`src/rtl/alu_result_stage.sv`:
```
// alu_result_stage: registered output stage for the Lab2 4-bit ALU.
// Captures the ALU result and NZCV flags through a valid/ready handshake and
// then holds them for HOLD_CYCLES cycles. During that window new input is
// refused, not queued. The block also keeps sticky flags, counts captures and
// drives an active-low 7-segment digit for the held result.
module alu_result_stage #(
    parameter int WIDTH       = 4,
    parameter int HOLD_CYCLES = 4,
    parameter int CNT_WIDTH   = 8
) (
    input  logic                 clk,
    input  logic                 rst,
    input  logic                 in_valid,
    output logic                 in_ready,
    input  logic [WIDTH-1:0]     y,
    input  logic                 N,
    input  logic                 Z,
    input  logic                 C,
    input  logic                 V,
    output logic [WIDTH-1:0]     result_q,
    output logic [3:0]           flags_q,
    output logic [3:0]           sticky_q,
    input  logic                 sticky_clr,
    output logic [CNT_WIDTH-1:0] op_count,
    output logic                 out_valid,
    output logic [6:0]           seg
);

    // The timer only has to count down from HOLD_CYCLES-1 to 0.
    localparam int TW = (HOLD_CYCLES > 1) ? $clog2(HOLD_CYCLES) : 1;

    typedef enum logic {
        IDLE = 1'b0,
        HOLD = 1'b1
    } state_t;

    state_t        state_q;
    state_t        state_d;
    logic [TW-1:0] timer_q;
    logic          capture;
    logic [3:0]    flags_in;
    logic [3:0]    nib;

    // Hex to active-low {g,f,e,d,c,b,a} segment pattern.
    function automatic logic [6:0] hex_to_seg(input logic [3:0] h);
        logic [6:0] s;
        case (h)
            4'h0:    s = 7'b1000000;
            4'h1:    s = 7'b1111001;
            4'h2:    s = 7'b0100100;
            4'h3:    s = 7'b0110000;
            4'h4:    s = 7'b0011001;
            4'h5:    s = 7'b0010010;
            4'h6:    s = 7'b0000010;
            4'h7:    s = 7'b1111000;
            4'h8:    s = 7'b0000000;
            4'h9:    s = 7'b0010000;
            4'hA:    s = 7'b0001000;
            4'hB:    s = 7'b0000011;
            4'hC:    s = 7'b1000110;
            4'hD:    s = 7'b0100001;
            4'hE:    s = 7'b0000110;
            default: s = 7'b0001110;
        endcase
        return s;
    endfunction

    assign flags_in = {N, Z, C, V};
    assign capture  = in_valid & in_ready;

    // FSM state register.
    always_ff @(posedge clk) begin
        if (rst) begin
            state_q <= IDLE;
        end else begin
            state_q <= state_d;
        end
    end

    // Next-state and handshake decode: ready only while idle.
    always_comb begin
        state_d  = state_q;
        in_ready = 1'b0;
        case (state_q)
            IDLE: begin
                in_ready = 1'b1;
                if (in_valid) begin
                    state_d = HOLD;
                end
            end
            HOLD: begin
                if (timer_q == '0) begin
                    state_d = IDLE;
                end
            end
            default: state_d = IDLE;
        endcase
    end

    // Hold timer: loaded on capture, counts down to zero while holding.
    always_ff @(posedge clk) begin
        if (rst) begin
            timer_q <= '0;
        end else if (capture) begin
            timer_q <= TW'(HOLD_CYCLES - 1);
        end else if (state_q == HOLD && timer_q != '0) begin
            timer_q <= timer_q - 1'b1;
        end
    end

    // Capture registers: result, flags, capture counter and the valid pulse.
    always_ff @(posedge clk) begin
        if (rst) begin
            result_q  <= '0;
            flags_q   <= '0;
            op_count  <= '0;
            out_valid <= 1'b0;
        end else begin
            out_valid <= capture;
            if (capture) begin
                result_q <= y;
                flags_q  <= flags_in;
                op_count <= op_count + CNT_WIDTH'(1);
            end
        end
    end

    // Sticky flags: a same-cycle clear wipes history before new flags are ORed in.
    always_ff @(posedge clk) begin
        if (rst) begin
            sticky_q <= '0;
        end else if (capture) begin
            sticky_q <= (sticky_clr ? 4'b0000 : sticky_q) | flags_in;
        end else if (sticky_clr) begin
            sticky_q <= 4'b0000;
        end
    end

    // The display shows only the low nibble of the held result.
    generate
        if (WIDTH >= 4) begin : g_nib_wide
            assign nib = result_q[3:0];
        end else begin : g_nib_narrow
            assign nib = {{(4 - WIDTH){1'b0}}, result_q};
        end
    endgenerate

    assign seg = hex_to_seg(nib);

endmodule
```
`config.mk`:
```
export PLATFORM = sky130hd
export DESIGN_NAME = alu_result_stage
export DESIGN_NICKNAME = d
export VERILOG_FILES = /design/src/rtl/alu_result_stage.sv
export SDC_FILE = /design/constraint.sdc
export NUM_CORES = 1
export LEC_CHECK = 0
export BUFFER_PORTS_ARGS = -buffer_cell sky130_fd_sc_hd__buf_2
export CAP_MARGIN = 20
export CORE_MARGIN = 2
export CORE_UTILIZATION = 40
export DETAILED_ROUTE_END_ITERATION = 8
export GPL_TIMING_DRIVEN = 0
export SLEW_MARGIN = 20
export SYNTH_ARGS = -nofsm -noshare
export SYNTH_HDL_FRONTEND = slang
export SYNTH_SLANG_ARGS = --single-unit
```
`constraint.sdc`:
```
create_clock -name clk -period 2.38 [get_ports clk]
set_input_delay 0.476 -clock clk [delete_from_list [all_inputs] [get_ports clk]]
set_output_delay 0.476 -clock clk [all_outputs]
set_load 0.02 [all_outputs]
```
After elaboration in Yosys (flattened, before gate mapping)

Memory sizes are Yosys's and may differ from the RTL's. A register that Yosys moved wholly into a read port is not among the register bits.
Index checks and enable logic that the tools add are counted.
W data, S select, Z words.

Register bits: 24
Memory bits (read-only): 112
Bits of input ports: 12
Output and inout port bits: 29
Logic and storage cells: 27
Memories: 1

Memory list:

| name             | words | bits a word | rd ports | clocked after memory_dff | write ports | RTL line | source |
|---|---|---|---|---|---|---|---|
| (name not given) | 16    | 7           | 1        | 1                        | 0           | 47       | `case (h)` |

Add/subtract/negate cells: 2
Mux-type cells: 10
Bitwise gates (word level): 3
Reduce and logical (&&, ||, !) cells: 4

Operator list:

| operator              | count |
|---|---|
| $mux W4               | 4 |
| $add A8 B1 Y8 const B | 1 |
| $mux W2               | 2 |
| $or A4 B4 Y4          | 1 |
| $reduce_bool A2 Y1    | 2 |
| $mux W1               | 3 |
| $logic_not A2 Y1      | 1 |
| $pmux W1 S2           | 1 |
| $sub A2 B1 Y2 const B | 1 |
| $and A1 B1 Y1         | 1 |
| $logic_and A1 B1 Y1   | 1 |
| $not A1 Y1            | 1 |

Longest topological paths before layout

Gate-level depths: netlist (run 1).

Depth after elaboration: 4
Gate-level depth with buffers: 7
Gate-level depth less buffers: 7

Least setup slack after synthesis (run 1)

Ideal clock, no wire load.

Kind: input port to flip-flop
Start: input port y[0]
End: register seg[0] (netlist name)
Library setup time: 0.120 ns
Arrival time: 1.634 ns
Data required time: 2.260 ns
Setup slack: 0.626 ns
Stages on the path: 7
Buffers on the path: 0
Path through: and4bb_2 a31oi_2 inv_1 ha_1 inv_1 nor3_1 a211o_1

Word-level cells in the longest chain between the ends: 2

Ends and longest elaborated chain:

| element                        | RTL line | source |
|---|---|---|
| start: declaration             | 15       | `input logic [WIDTH-1:0] y,` |
| $mux W4 (no line) (2 in a row) | n/a      |  |

Every way passes these cells.
A chain may end at the register's enable or synchronous reset.

Worst setup path after layout (run 1)

Start: register state_q
End: register seg[0] (netlist name)

Word-level cells in the longest chain between the ends: 4

Ends and longest elaborated chain:

| element                        | RTL line | source |
|---|---|---|
| start: declaration             | 37       | `state_t state_q;` |
| start signal: assignment       | 76       | `state_q <= state_d;` |
| $mux W1                        | 84       | `case (state_q)` |
| $and A1 B1 Y1                  | 69       | `assign capture = in_valid & in_ready;` |
| $mux W4 (no line) (2 in a row) | n/a      |  |

Every way passes these cells.

==> results.toml, run 1 <==
[synthesis]
postSynthAreaPerCell_um2 = 9.593
synth_edf_count = 0
synth_top_area_share_pct = 45.88
ys.flop_type = "dfxtp_1"
ys_types = 34
synthesis.nets = 161
yosysMostFrequentCell = "dfxtp_1"
syn_inst = 141
synth-seq-cells = 31
yosysTopAreaCell = "dfxtp_1"
async_flop_share_pct = 0
synth_common_cells = "dfxtp_1 (31), nand2_1 (14), nor2_1 (11)"
ys_seq_area_share_pct = 45.88
ys.warnings.count = 0
syn_area_um2 = 1353
synthTopCellsByArea = "dfxtp_1 (46%), ha_1 (7.4%), mux2i_1 (5.2%)"

[global_routing]
antenna_found_initial = 0
grt_pass1_wl_um = 4947
track_usage_pct = 16.64
grt-ovfl-total = 0
grt_max_degree = 12
grt_pass1_vias = 1074

[clock_network]
cts_setup_buffers = 0
clock_latency_ps = 350
clock-root-buffer = "clkbuf_4"
cts_resized = 0
clkSinkCount = 31
cts_made_buffers = 5
tritoncts = "built"
clock_path_buffers = 2
cts_max_level = 2
ctsHoldBuffers = 0
clk_pin_slew_worst_paths_ps = 110

[critical_path]
cp-end-kind = "flip-flop"
cp_num_buf_inv = 2
r2r_start = "state_q"
crit_arrival_ps = 2160
worst-path-max-fanout = 8
critPathLaunch = "state_q"
cp_top_family = "compound AO/OA/AOI/OAI gates"
critPathKind = "reg2reg"
crit_path_cell_trace = "and4bb_2, a31oi_2, inv_1, ha_1, inv_1, nor3_1, a211o_1"
cp_slowest_cell = "dfxtp_1"
crit_required_ps = 2630
slowest_delay_ps = 440
startpoint_type = "flip-flop"
cp_common_cell = "inv_1"

[sta]
period_minus_slack_ps = 1913
slew_violations = 0
finalCritPeriodShare_pct = 80.38
rsz0062_at_grt = "false"
worst_pin_slew_ps = 494.9
skew_ps = 15.31
finalHoldViolCount = 0
finalSetupViolCount = 0
max_freq_mhz = 522.7
slew-limit-headroom_pct = 67.01
fin_setup_tns_ps = 0

[layout]
multi_input_area_um2 = 654.4
layout.nets = 208
area_growth_pct = 25.07
final_cell_count_no_fill = 235
n_antenna_cell = 0
seqCellArea_um2 = 620.6
drive_gt1_share_pct = 30.69
final.fill_count = 330

[worst_hold_path]
min_path_type = "in2reg"
timing.hold.worst.start = "N"

[drt]
detail_route.wirelength_um = 2939
vias = 1128
drcViolationCount = 0
viasPerCell = 4.800
drtIter0Drc = 50
antenna_left = 0
routedWlPerCell_um = 12.51
firstDrtPassIters = 3

[floorplanning]
dieHeight_um = 62.15
num_rows = 21
initial_core_util_pct = 41.18
pin_count = 41
dieArea_um2 = 3863
coreArea_um2 = 3284
die_w_um = 62.15

[placement]
dp.cells = 227
gp_congestion = 0.7612
port-buffer-count = 40
dp_hpwl_um = 2166

[job]
drv_cap = 0

[run_status]
outcome = "finished clean"

[power_and_ir_drop]
p_leak_nw = 0.8068
totalPowerFinal_mw = 1.192
pwr_density_cell_nw_per_um2 = 704.7
max-vdd-ir-drop_mv = 0.3940
## final timing paths
kind / endpoint / slack (ps) / cells after the start
setup / recovery: seg[0] / 470 / 7
hold / removal: flags_q[3] / 390 / 3
setup reg to reg: seg[0] / 470 / 7
hold reg to reg: flags_q[3] / 460 / 2
## power by group
part           switching [mW]  internal, mW
clock                   0.195         0.221
sequential             0.0183         0.555
combinational           0.123        0.0808
## placed cells by master, fill, tap and decap left out, types with 3 or more instances in the layout
master	Yosys	layout
nor3_1	4	4
buf_2	2	42
ha_1	8	8
nand4_1	3	3
inv_1	9	9
xor2_1	3	3
nor2_1	11	11
a22o_1	3	3
a21oi_1	10	10
clkbuf_1	3	3
clkbuf_4	0	5
dfxtp_1	31	31
nand2_1	14	14
xnor2_1	4	4
nand2b_1	4	4
mux2i_1	7	7
## through the flow
| step | cell area, µm² | utilization (%) | setup WS, ps | hold slack [ps] |
|---|---|---|---|---|
| finish | 1692 | 51.50 | 466.9 | 390.5 |
| global route | 1692 | 51.50 | 307.5 | 371.0 |
| CTS | 1692 | 51.50 | 465.8 | 375.9 |
| detailed placement | 1610 | 49.03 | 306.4 | 452.6 |
| global placement | 1610 | 49.03 | 366.1 | 440.6 |
| floorplan | 1353 | - | 625.9 | 443.0 |
## sequential cells by signal, indices dropped and copies added, names as in the netlist
signal,count
state_q,1
seg,7
timer_q,2
flags_q,4
sticky_q,4
op_count,8
result_q,4
out_valid,1
## cell families after synthesis
kind of cell,synth area share (%)
buf+inv,5.735
fa+ha+maj,7.401
mux,5.181
flops,45.88
compound gates,12.03
simple gates,19.24
xor+xnor,4.533
## metal layers
| layer | up-vias | GRT usage (%) | share of wire, % |
|---|---|---|---|
| met1 | 517 | 20.29 | 48 |
| li1 | 580 | - | - |
| met2 | 24 | 25.68 | 45 |
| met3 | 7 | 6.341 | 4.6 |
| met5 | - | 0 | 0 |
| met4 | 0 | 8.333 | 2.3 |
## tightest hold or removal path: cells and delay by family
| family | cells | cell delay, ps |
|---|---|---|
| and+or+nand+nor | 1 | 60 |
| buffers and inverters | 1 | 90 |
| AOI/OAI and AO/OA | 1 | 60 |
## area by class of cell
type	count	share of cell area, %
clock buffer	5	2.219
sequential	31	36.69
clock inverter	3	2.589
timing repair buffer	40	11.83
buffer	7	2.589
inverter	9	1.997
multi-input combinational	94	38.68
tap	46	3.402
Note: power is estimated with default switching activity, not from simulation.
==> inputs of run 2 (changes only) <==
clock period = 1.8 ns   (was 2.38 ns; I/O delays follow)
==> run 2 against run 1 <==
Sequential share of layout area shrank 1.1 points. Sequential power grew 32%. Register-to-register slack lost 310 ps. Largest cell class unchanged. Clock power grew 32%. Non-clock buffer count grew 4. First-iteration DRC count shrank 2.0%.
==> results.toml, run 2 (synthesized netlist as in run 1, its figures left out) <==
[layout]
final_cell_count_no_fill = 239
top_register = "op_count"
seqCellArea_um2 = 621.8
final.fill_count = 325
design_area_um2 = 1745
layout.nets = 212
n_antenna_cell = 0
multi_input_area_um2 = 676.9
drive_gt1_share_pct = 32.64
area_growth_pct = 29.05
final_cell_mix = "buf_2 (42), dfxtp_1 (30), nand2_1 (14), nor2_1 (11), a21oi_1 (10)"
largest_reg_flops = 8
utilization_pct = 53.14
final_common_cell = "buf_2"

[power_and_ir_drop]
clock_power_share_pct = 34.5
p_sw_mw = 0.4497
p_leak_nw = 0.8325
power.internal_mw = 1.143
pwr_density_cell_nw_per_um2 = 912.5
swShare_pct = 28.24
max-vdd-ir-drop_mv = 0.5215
seqPwrFrac_pct = 47.6
combPwrFrac_pct = 17.8

[worst_hold_path]
min_path_type = "in2reg"
min_path_cells = 3

[floorplanning]
initial_core_util_pct = 41.18
dieHeight_um = 62.15
num_rows = 21
die_w_um = 62.15
pin_count = 41
coreArea_um2 = 3284
dieArea_um2 = 3863

[clock_network]
ctsHoldBuffers = 0
tritoncts = "built"
cts_made_buffers = 5
clk_pin_slew_worst_paths_ps = 110
clkSinkCount = 31
clock_path_buffers = 2
clock_latency_ps = 350
clock-root-buffer = "clkbuf_4"
cts_max_level = 2

[sta]
slew_violations = 0
holdWs_ps = 275.9
period_minus_slack_ps = 1644
finalHoldViolCount = 0
finalCritPeriodShare_pct = 91.32
max_freq_mhz = 608.4
worst_pin_slew_ps = 492.3
skew_ps = 16.50
rsz0062_at_grt = "false"
finalSetupViolCount = 0
slew-limit-headroom_pct = 67.18

[critical_path]
crit_arrival_ps = 1890
slowest_delay_ps = 360
crit_required_ps = 2050
rrSetupSlack_ps = 160
path_depth = 6
worst-path-max-fanout = 7
rr_worst_depth = 6
cp-end-kind = "flip-flop"
cp_top_family = "simple AND/OR/NAND/NOR gates"
cp_num_buf_inv = 1
critPathKind = "reg2reg"
startpoint_type = "flip-flop"
cp_slowest_cell = "dfxtp_2"
crit_path_cell_trace = "and4bb_2, a31o_4, inv_1, ha_1, and3_1, a211o_1"

[placement]
dp.cells = 227
port-buffer-count = 40
placed_area_um2 = 1610
dp_hpwl_um = 2166
gp_congestion = 0.7612

[drt]
vias = 1149
drtIter0Drc = 49
detail_route.wirelength_um = 2991
viasPerCell = 4.808
drcViolationCount = 0
antenna_left = 0
routedWlPerCell_um = 12.51
firstDrtPassIters = 2

[global_routing]
grt_max_degree = 12
antenna_found_initial = 0
grt-ovfl-total = 0
track_usage_pct = 16.64
grt_pass1_vias = 1074
grt_pass1_wl_um = 4947

[job]
drv_cap = 0

[run_status]
outcome = "finished clean"
run 2: stage by stage:
step,setup WS (ps),TNS [ps],power (mW)
floorplan,127.3,0,0.9548
global placement,-97.88,-254.1,1.034
detailed placement,-157.6,-563.1,1.044
CTS,10.37,0,1.596
global route,31.96,0,1.685
finish,156.2,0,1.593
run 2: final timing paths:
path / startpoint / end
max: state_q / seg[0]
min: N / flags_q[3]
max reg2reg: state_q / seg[0]
min reg2reg: flags_q[3] / flags_q[3]
run 2: power by group through the flow:
stage	sequential, mW	combinational [mW]	clock (mW)
after floorplan	0.821	0.133	0
after global routing	0.767	0.313	0.605
final	0.759	0.284	0.550
after global placement	0.770	0.264	0
after detailed placement	0.774	0.270	0
after CTS	0.759	0.274	0.563
run 2: timing repair:
action | 4_1_cts | 5_1_grt
buffers inserted | 0 | 4
pin swaps | 0 | 1
setup endpoints to repair | 5 | 4
resized for setup | 1 | 3
cloned | 0 | 0
run 2: routing by layer:
metal  up-vias  GRT usage, %  part of all wire, %  routed length (µm)
met5         -             0                    0                   0
li1        586             -                    -                   -
met3         5         6.341                  4.5                 135
met2        25         25.68                   46                1371
met1       533         20.29                   48                1421
met4         0         8.333                  2.1                  63
run 2: final cells by class:
| class | count | share of cell area [%] |
|---|---|---|
| well taps | 46 | 3.297 |
| repair buffers | 44 | 13.19 |
| clock buffers | 5 | 2.151 |
| inverters | 9 | 1.935 |
| clock inverters | 3 | 2.509 |
| plain buffers | 7 | 2.509 |
| multi-input cells | 94 | 38.78 |
| flip-flops and latches | 31 | 35.63 |
run 2: worst min-delay path, delay by kind of cell:
family | cells | cell delay (ps)
buffers and inverters | 1 | 90
AND/OR/NAND/NOR | 1 | 60
AO/OA/AOI/OAI | 1 | 60
==> inputs of run 3 (changes only) <==
CELL_PAD_IN_SITES_DETAIL_PLACEMENT = 0   (was not set)
CELL_PAD_IN_SITES_GLOBAL_PLACEMENT = 2   (was not set)
CORE_MARGIN = not set   (was 2)
CORE_UTILIZATION = 29   (was 40)
PLACE_DENSITY_LB_ADDON = 0.1   (was not set)
==> run 3 against run 2 <==
Clock skew fell by 9.0 ps. Critical path depth did not move. Worst setup slack got worse by 69 ps. Via count rose by 0.87%. First-iteration DRC count fell by 31%. Die area rose by 28%. Sequential share of layout area fell by 0.40 points. Utilization fell by 13 points. Critical endpoint unchanged. Largest cell class unchanged.
==> results.toml, run 3 (synthesized netlist as in run 1, its figures left out) <==
[sta]
finalWorstSetupSlack_ps = 87.09
finalCritPeriodShare_pct = 95.16
fin_setup_tns_ps = 0
finalHoldViolCount = 0
worst_pin_slew_ps = 509.3
max_freq_mhz = 583.8
rsz0062_at_grt = "false"
skew_ps = 7.508
period_minus_slack_ps = 1713
slew-limit-headroom_pct = 66.04
finalSetupViolCount = 0
slew_violations = 0

[floorplanning]
num_rows = 24
die_w_um = 70.30
pin_count = 41
initial_core_util_pct = 30.64
dieHeight_um = 70.30
dieArea_um2 = 4941
coreArea_um2 = 4414

[global_routing]
antenna_found_initial = 0
busiest_layer = "met2"
grt-ovfl-total = 0
use_met2_pct = 23.81
grt_pass1_wl_um = 5112
met1_usage_pct = 13.93
grt_max_degree = 11
grt_pass1_vias = 1124
track_usage_pct = 13.46
globalRouteMet3Util_pct = 3.463

[power_and_ir_drop]
combPwrFrac_pct = 15.9
seqPwrFrac_pct = 43.4
p_sw_mw = 0.4538
max-vdd-ir-drop_mv = 0.4894
power.internal_mw = 1.294
p_leak_nw = 0.8365
swShare_pct = 25.97
pwr_density_cell_nw_per_um2 = 989.9
clock_power_share_pct = 40.7

[critical_path]
startpoint_type = "flip-flop"
crit_arrival_ps = 1880
critPathKind = "reg2reg"
cp_top_family = "compound AO/OA/AOI/OAI gates"
crit_path_cell_trace = "and4bb_2, a31o_2, inv_1, ha_1, and3_1, a211o_1"
worst-path-max-fanout = 7
cp-end-kind = "flip-flop"
crit_required_ps = 1960
cp_num_buf_inv = 1
cp_slowest_cell = "dfxtp_2"
slowest_delay_ps = 350

[drt]
routedWlPerCell_um = 13.13
drtIter0Drc = 34
vias = 1159
antenna_left = 0
drcViolationCount = 0
firstDrtPassIters = 4
detail_route.wirelength_um = 3190
viasPerCell = 4.770

[clock_network]
clock_path_buffers = 2
clk_pin_slew_worst_paths_ps = 70
cts_max_level = 2
clock_latency_ps = 280
ctsHoldBuffers = 0
clock-root-buffer = "clkbuf_8"
clkSinkCount = 31
tritoncts = "built"
cts_made_buffers = 5

[layout]
final_cell_mix = "buf_2 (42), dfxtp_1 (30), nand2_1 (14), nor2_1 (11), a21oi_1 (10)"
final.fill_count = 459
top_register = "op_count"
drive_gt1_share_pct = 31.94
layout.nets = 210
n_antenna_cell = 0
area_growth_pct = 30.53
final_common_cell = "buf_2"
largest_reg_flops = 8

[placement]
port-buffer-count = 40
gp_congestion = 0.7002
dp_hpwl_um = 2246
place_ws_ps = -194.0

[job]
drv_cap = 0

[run_status]
outcome = "finished clean"

[worst_hold_path]
min_path_type = "in2reg"
[run 3: cell count changes in the layout (fill, tap and decap cells not counted), sizes merged]
cell / change
clkbuf: +1
clkinv: -1
buf: -2
[run 3: timing repair]
item,in CTS,in global routing
setup buffers,2,0
endpoints found under the setup margin,5,1
resized for setup,1,2
[run 3: worst paths after layout]
kind / start / end / slack, ps / cells after the start
setup reg to reg: state_q / seg[0] / 90 / 6
hold reg to reg: flags_q[0] / flags_q[0] / 450 / 2
setup / recovery: state_q / seg[0] / 90 / 6
hold / removal: C / flags_q[1] / 330 / 3
[run 3: per-stage QoR]
| step | cells | total power, mW | cell area, µm² | util, % | hold WS [ps] |
|---|---|---|---|---|---|
| floorplan | 141 | 0.9548 | 1353 | - | 443.0 |
| global placement | 233 | 1.040 | 1618 | 36.65 | 439.7 |
| detailed placement | 233 | 1.044 | 1618 | 36.65 | 446.4 |
| CTS | 243 | 1.765 | 1759 | 39.85 | 331.5 |
| global route | 243 | 1.827 | 1765 | 39.99 | 333.5 |
| finish | 243 | 1.748 | 1765 | 39.99 | 334.2 |
[run 3: worst min-delay path: cells and delay by family]
kind | cells | cell delay, ps
AOI/OAI and AO/OA | 1 | 60
and+or+nand+nor | 1 | 60
buffers and inverters | 1 | 100
[run 3: area by class of cell]
type	instances	area [µm²]	area share, %
Clock inverter	2	35.03	1.984
Buffer	7	43.79	2.481
Timing Repair Buffer	42	215.2	12.19
Inverter	9	33.78	1.914
Sequential cell	31	621.8	35.22
Tap cell	52	65.06	3.685
Clock buffer	6	82.58	4.678
Multi-Input combinational cell	94	668.1	37.85
[run 3: power by group through the flow]
stage / combinational (mW) / clock, mW / sequential, mW
after global routing: 0.307 / 0.756 / 0.764
after floorplan: 0.133 / 0 / 0.821
after global placement: 0.269 / 0 / 0.770
after detailed placement: 0.271 / 0 / 0.773
after CTS: 0.280 / 0.727 / 0.759
final: 0.278 / 0.711 / 0.759
[run 3: metal layers]
| metal | share of wire [%] | wire, µm |
|---|---|---|
| met3 | 3.8 | 121 |
| met4 | 2.1 | 67 |
| met2 | 51 | 1633 |
| met1 | 43 | 1367 |
| met5 | 0 | 0 |
